==> src/rtl/cdf_pkg.sv <==
// rtl/cdf_pkg.sv - shared widths and fetch FSM encoding for the CDF pipeline
package cdf_pkg;

  localparam int BIN_W_DEF    = 20;
  localparam int ADDR_W_DEF   = 16;
  localparam int NUM_BINS_DEF = 256;

  typedef enum logic [1:0] {
    ST_IDLE  = 2'd0,
    ST_ISSUE = 2'd1,
    ST_DRAIN = 2'd2,
    ST_DONE  = 2'd3
  } fetch_state_t;

endpackage

==> src/rtl/cdf_fetch_delay.sv <==
// rtl/cdf_fetch_delay.sv - {valid, index} shift register matching the SRAM read latency
module cdf_fetch_delay #(
  parameter int DEPTH = 1,
  parameter int IDX_W = 8
) (
  input  logic             clock,
  input  logic             flush,
  input  logic             in_valid,
  input  logic [IDX_W-1:0] in_index,
  output logic             out_valid,
  output logic [IDX_W-1:0] out_index
);

  logic [DEPTH-1:0] valid_q;
  logic [IDX_W-1:0] idx_q [DEPTH];

  always_ff @(posedge clock) begin
    if (flush) begin
      valid_q <= '0;
      for (int i = 0; i < DEPTH; i++) idx_q[i] <= '0;
    end else begin
      valid_q[0] <= in_valid;
      idx_q[0]   <= in_index;
      for (int i = 1; i < DEPTH; i++) begin
        valid_q[i] <= valid_q[i-1];
        idx_q[i]   <= idx_q[i-1];
      end
    end
  end

  assign out_valid = valid_q[DEPTH-1];
  assign out_index = idx_q[DEPTH-1];

endmodule

==> src/rtl/cdf_hist_fetch.sv <==
// rtl/cdf_hist_fetch.sv - walks histogram bins, realigns read data and emits the CDF input stream
module cdf_hist_fetch
  import cdf_pkg::*;
#(
  parameter int NUM_BINS      = NUM_BINS_DEF,
  parameter int BIN_W         = BIN_W_DEF,
  parameter int ADDR_W        = ADDR_W_DEF,
  parameter int HIST_BASE     = 0,
  parameter int CDF_BASE      = 0,
  parameter int MEM_LATENCY   = 1,
  parameter int CLEAR_ON_READ = 1
) (
  input  logic              clock,
  input  logic              reset,
  input  logic              go,
  input  logic              abort,
  output logic              busy,
  output logic              done,
  output logic              mem_rd_en,
  output logic [ADDR_W-1:0] mem_rd_addr,
  input  logic [BIN_W-1:0]  mem_rd_data,
  output logic              mem_wr_en,
  output logic [ADDR_W-1:0] mem_wr_addr,
  output logic [BIN_W-1:0]  mem_wr_data,
  output logic              start_out,
  output logic [BIN_W-1:0]  accum_out,
  output logic [ADDR_W-1:0] store_addr_out
);

  localparam int IDX_W = (NUM_BINS > 1) ? $clog2(NUM_BINS) : 1;
  localparam logic [IDX_W-1:0] LAST_BIN = IDX_W'(NUM_BINS - 1);

  fetch_state_t     state;
  logic [IDX_W-1:0] cnt;
  logic [2:0]       drain_cnt;
  logic             dly_valid;
  logic [IDX_W-1:0] dly_index;
  logic             clear_en;

  cdf_fetch_delay #(
    .DEPTH (MEM_LATENCY),
    .IDX_W (IDX_W)
  ) u_delay (
    .clock     (clock),
    .flush     (reset | abort),
    .in_valid  (mem_rd_en),
    .in_index  (cnt),
    .out_valid (dly_valid),
    .out_index (dly_index)
  );

  // cnt always names the bin whose read is on the bus this cycle
  always_ff @(posedge clock) begin
    if (reset || abort) begin
      state       <= ST_IDLE;
      cnt         <= '0;
      drain_cnt   <= '0;
      busy        <= 1'b0;
      done        <= 1'b0;
      mem_rd_en   <= 1'b0;
      mem_rd_addr <= '0;
    end else begin
      done <= 1'b0;
      case (state)
        ST_IDLE: begin
          if (go) begin
            state       <= ST_ISSUE;
            cnt         <= '0;
            busy        <= 1'b1;
            mem_rd_en   <= 1'b1;
            mem_rd_addr <= ADDR_W'(HIST_BASE);
          end
        end
        ST_ISSUE: begin
          if (cnt == LAST_BIN) begin
            state       <= ST_DRAIN;
            drain_cnt   <= '0;
            mem_rd_en   <= 1'b0;
            mem_rd_addr <= '0;
          end else begin
            cnt         <= cnt + 1'b1;
            mem_rd_addr <= ADDR_W'(HIST_BASE) + ADDR_W'(cnt) + ADDR_W'(1);
          end
        end
        ST_DRAIN: begin
          // last bin needs MEM_LATENCY cycles in flight plus one in the output register
          if (drain_cnt == 3'(MEM_LATENCY)) begin
            state <= ST_DONE;
            busy  <= 1'b0;
            done  <= 1'b1;
          end else begin
            drain_cnt <= drain_cnt + 1'b1;
          end
        end
        ST_DONE: state <= ST_IDLE;
      endcase
    end
  end

  always_ff @(posedge clock) begin
    if (reset || abort || !dly_valid) begin
      start_out      <= 1'b0;
      accum_out      <= '0;
      store_addr_out <= '0;
    end else begin
      start_out      <= 1'b1;
      accum_out      <= mem_rd_data;
      store_addr_out <= ADDR_W'(CDF_BASE) + ADDR_W'(dly_index);
    end
  end

  // write address trails the read address by MEM_LATENCY, so a dual-port SRAM never collides
  assign clear_en    = (CLEAR_ON_READ != 0) && dly_valid;
  assign mem_wr_en   = clear_en;
  assign mem_wr_addr = clear_en ? ADDR_W'(HIST_BASE) + ADDR_W'(dly_index) : '0;
  assign mem_wr_data = '0;

endmodule

==> config.mk <==
export PLATFORM = sky130hd
export DESIGN_NAME = cdf_hist_fetch
export DESIGN_NICKNAME = d
export VERILOG_FILES = /design/src/rtl/cdf_pkg.sv /design/src/rtl/cdf_fetch_delay.sv /design/src/rtl/cdf_hist_fetch.sv
export SDC_FILE = /design/constraint.sdc
export NUM_CORES = 1
export LEC_CHECK = 0
export ABC_CLOCK_PERIOD_IN_PS = 1600
export CAP_MARGIN = 20
export CORE_MARGIN = 10
export CORE_UTILIZATION = 38
export DETAILED_ROUTE_END_ITERATION = 8
export PLACE_DENSITY_LB_ADDON = 0.12
export SLEW_MARGIN = 20
export SYNTH_ARGS = -nofsm -noshare
export SYNTH_HDL_FRONTEND = slang
export SYNTH_SLANG_ARGS = --single-unit
==> constraint.sdc <==
create_clock -name clock -period 1.6 [get_ports clock]
set_clock_uncertainty 0.1 [all_clocks]
set_input_delay 0.24 -clock clock [delete_from_list [all_inputs] [get_ports clock]]
set_output_delay 0.24 -clock clock [all_outputs]
set_load 0.01 [all_outputs]
==> results.json <==
{
  "avgSynthCellArea_sq_um": 9.83,
  "fin_setup_tns_ns": 0,
  "cts_max_path_buffers": 2,
  "r2r_slack_ns": 0.05,
  "worstReg2RegEnd": "cnt[0]",
  "syn_inst": 268,
  "min_period_ns": 1.55,
  "synth_top_area_share": 0.471,
  "portBuffers": 72,
  "min_period_over_period": 0.966,
  "coreArea_sq_mm": 0.00676,
  "fp.dieH_um": 103,
  "overflow": 0,
  "synth_edf_count": 0,
  "fmax_ghz": 0.647,
  "whs_endpoint": "mem_rd_addr[2]",
  "place_congestion": 0.791,
  "cp-start-kind": "flip-flop",
  "mappedNetlistArea_sq_mm": 0.00263,
  "required_ns": 1.73,
  "ys_warn_count": 0,
  "critPathMaxFanout": 5,
  "synth-main-ff-cell": "dfxtp_1",
  "vias": 2028,
  "htreeDepth": 3,
  "antenna_found_initial": 0,
  "synth_cell_type_count": 46,
  "die_area_sq_mm": 0.0107,
  "ir_drop_v": 0.000383,
  "dp_slack_ns": -0.141,
  "clk_latency_ns": 0.34,
  "wl_per_cell_um": 14.3,
  "drc": 0,
  "status": "complete, no violations",
  "final_net_count": 397,
  "crit_arrival_ns": 1.68,
  "drive_above_1_share": 0.183,
  "synth_area_leaders": "dfxtp_1 47%, buf_4 13%, and2_1 6.2%",
  "synthArstFlopShare": 0,
  "setup.worst_path.class": "reg -> reg",
  "slew_violations": 0,
  "p_leak_nw": 1.80,
  "dp_hpwl_mm": 4.80,
  "hold_violations": 0,
  "ioPinCount": 117,
  "initial_utilization": 0.390,
  "min_from": "mem_rd_addr[2]",
  "yosys_register_bits": 62,
  "max_cap_violations": 0,
  "placementRows": 30,
  "drt_pass1_iterations": 4,
  "die_w_um": 103,
  "grt_pass1_wl_mm": 9.54,
  "numCtsBuffers": 9,
  "wl_mm": 6.44,
  "synth_area_leader_cell": "dfxtp_1",
  "min_path_type": "reg -> reg",
  "setup_viol": 0,
  "hold_ws_ns": 0.354,
  "grt_max_degree": 39,
  "drt-initial-drc-count": 69,
  "r2r_start": "state[0]",
  "min_path_cells": 1,
  "cts_hold_buffers": 0,
  "r2r_cells": 6,
  "path_clk_slew_ns": 0.07,
  "cts_sinks": 62,
  "track_usage": 0.116,
  "cts_tree": "done",
  "slowest_delay_ns": 0.34,
  "cp_cell_sequence": "inv_2, ha_4, mux2_4, nand3_2, nor2_2, mux2_2",
  "ys_seq_area_frac": 0.471,
  "num_antenna_cells": 0,
  "grt_pass1_vias": 1972,
  "worst_setup_path_end_kind": "flip-flop",
  "syn_to_final_growth_pct": 40.6,
  "power_density_mw_per_mm2": 822,
  "layout_setup_ws_ns": 0.0539,
  "ant_nets": 0,
  "root_buffer": "clkbuf_8",
  "via_per_inst": 4.49,
  "fill_cells": 619,
  "synth.most_common_cell": "dfxtp_1",
  "netlist_top_cells_count": "62 x dfxtp_1, 44 x buf_4, 26 x and2_1",
  "critical-path-slowest-cell": "mux2_4"
}
## cell usage in the layout (no fill, tap or decap), types with 2 or more instances in the layout
cell type        synthesis  layout
xnor2_1                  3       3
xor2_1                   2       2
a21o_1                   6       6
ha_1                     6       4
nand2_1                  7       7
nand3_1                  9       7
and3_1                  20      20
a22o_1                   4       4
and4_1                   2       2
dlymetal6s2s_1           0       7
a21oi_1                  5       5
dfxtp_1                 62      59
nor2_1                   7       6
dfxtp_2                  0       2
clkbuf_8                 0      10
a31oi_1                  3       3
conb_1                   1      44
nand2b_1                 4       4
buf_4                   44      29
nand4_1                  3       3
o21ai_0                  6       6
clkbuf_1                 9       2
a211oi_1                 3       3
and2_1                  26      26
mux2i_1                  2       2
nand3_2                  0       2
clkinv_2                 0       3
nor3_1                   2       2
dlygate4sd2_1            0      11
nor2_2                   2       3
inv_2                    0       2
nand3b_1                 2       2
clkdlybuf4s50_1          0      54
## worst max-delay path, delay by kind of cell (launching register included)
kind,cells,cell delay [ns]
adder cells (fa/ha/maj),1,0.16
multiplexers,2,0.60
buffers and inverters,1,0.09
AND/OR/NAND/NOR,2,0.17
flip-flops,1,0.33
## how the worst max path moves through the flow
stage	startpoint	endpoint	slack (ns)	cells past startpoint
after floorplan	state[0]	cnt[0]	-0.006	6
after global placement	abort	cnt[0]	-0.12	4
after detailed placement	abort	cnt[0]	-0.14	4
after CTS	state[1]	state[0]	0.004	5
after global routing	state[0]	state[0]	-0.01	7
final	state[0]	cnt[0]	0.05	6
## logic make-up after synthesis
family | Yosys count | synth area share
AO/OA/AOI/OAI | 38 | 0.109
multiplexers | 4 | 0.0162
other | 1 | 0.00142
buffers and inverters | 61 | 0.152
flip-flops | 62 | 0.471
XOR/XNOR | 5 | 0.0166
adder cells (fa/ha/maj) | 6 | 0.0285
AND/OR/NAND/NOR | 91 | 0.205
## power by group
part | switching [mW] | internal [mW] | leakage [nW]
Clock | 0.597 | 0.597 | 0.0861
Sequential | 0.00554 | 1.55 | 0.501
Combinational | 0.155 | 0.137 | 1.21
## metrics by stage
stage	area (sq um)	utilization	power, mW	cells
final	3700	0.548	3.04	452
after global routing	3700	0.548	3.20	452
after CTS	3610	0.535	3.05	447
after detailed placement	3440	0.509	1.85	431
after global placement	3440	0.509	1.84	431
after floorplan	2810	-	1.81	311
## state kept, by name, summed over array words and instances (netlist names), 2 cells and up
| name | cells |
|---|---|
| u_delay.idx_q | 8 |
| drain_cnt | 3 |
| mem_rd_addr | 8 |
| cnt | 8 |
| state | 2 |
| store_addr_out | 8 |
| accum_out | 20 |
## layout make-up
type	instances	area, sq um	area share
Timing Repair Buffer	103	973	0.263
Multi-Input combinational cell	188	1200	0.325
Inverter	3	11.3	0.00304
Tap cell	80	100	0.0270
Clock buffer	12	145	0.0392
Clock inverter	4	22.5	0.00608
Sequential cell	62	1250	0.337
## what timing repair did
action | CTS | global route
pin swaps | 1 | 2
endpoints found under the setup margin | 19 | 16
resized for setup | 18 | 13
buffers inserted | 0 | 5
gates cloned | 0 | 0
## layer usage
metal | vias up | wire length, um | GRT usage
li1 | 1029 | - | -
met1 | 913 | 3140 | 0.151
met2 | 81 | 2710 | 0.158
met3 | 5 | 493 | 0.0412
met4 | 0 | 102 | 0.0706
met5 | - | 0 | 0
(Power assumes the default switching activity.)
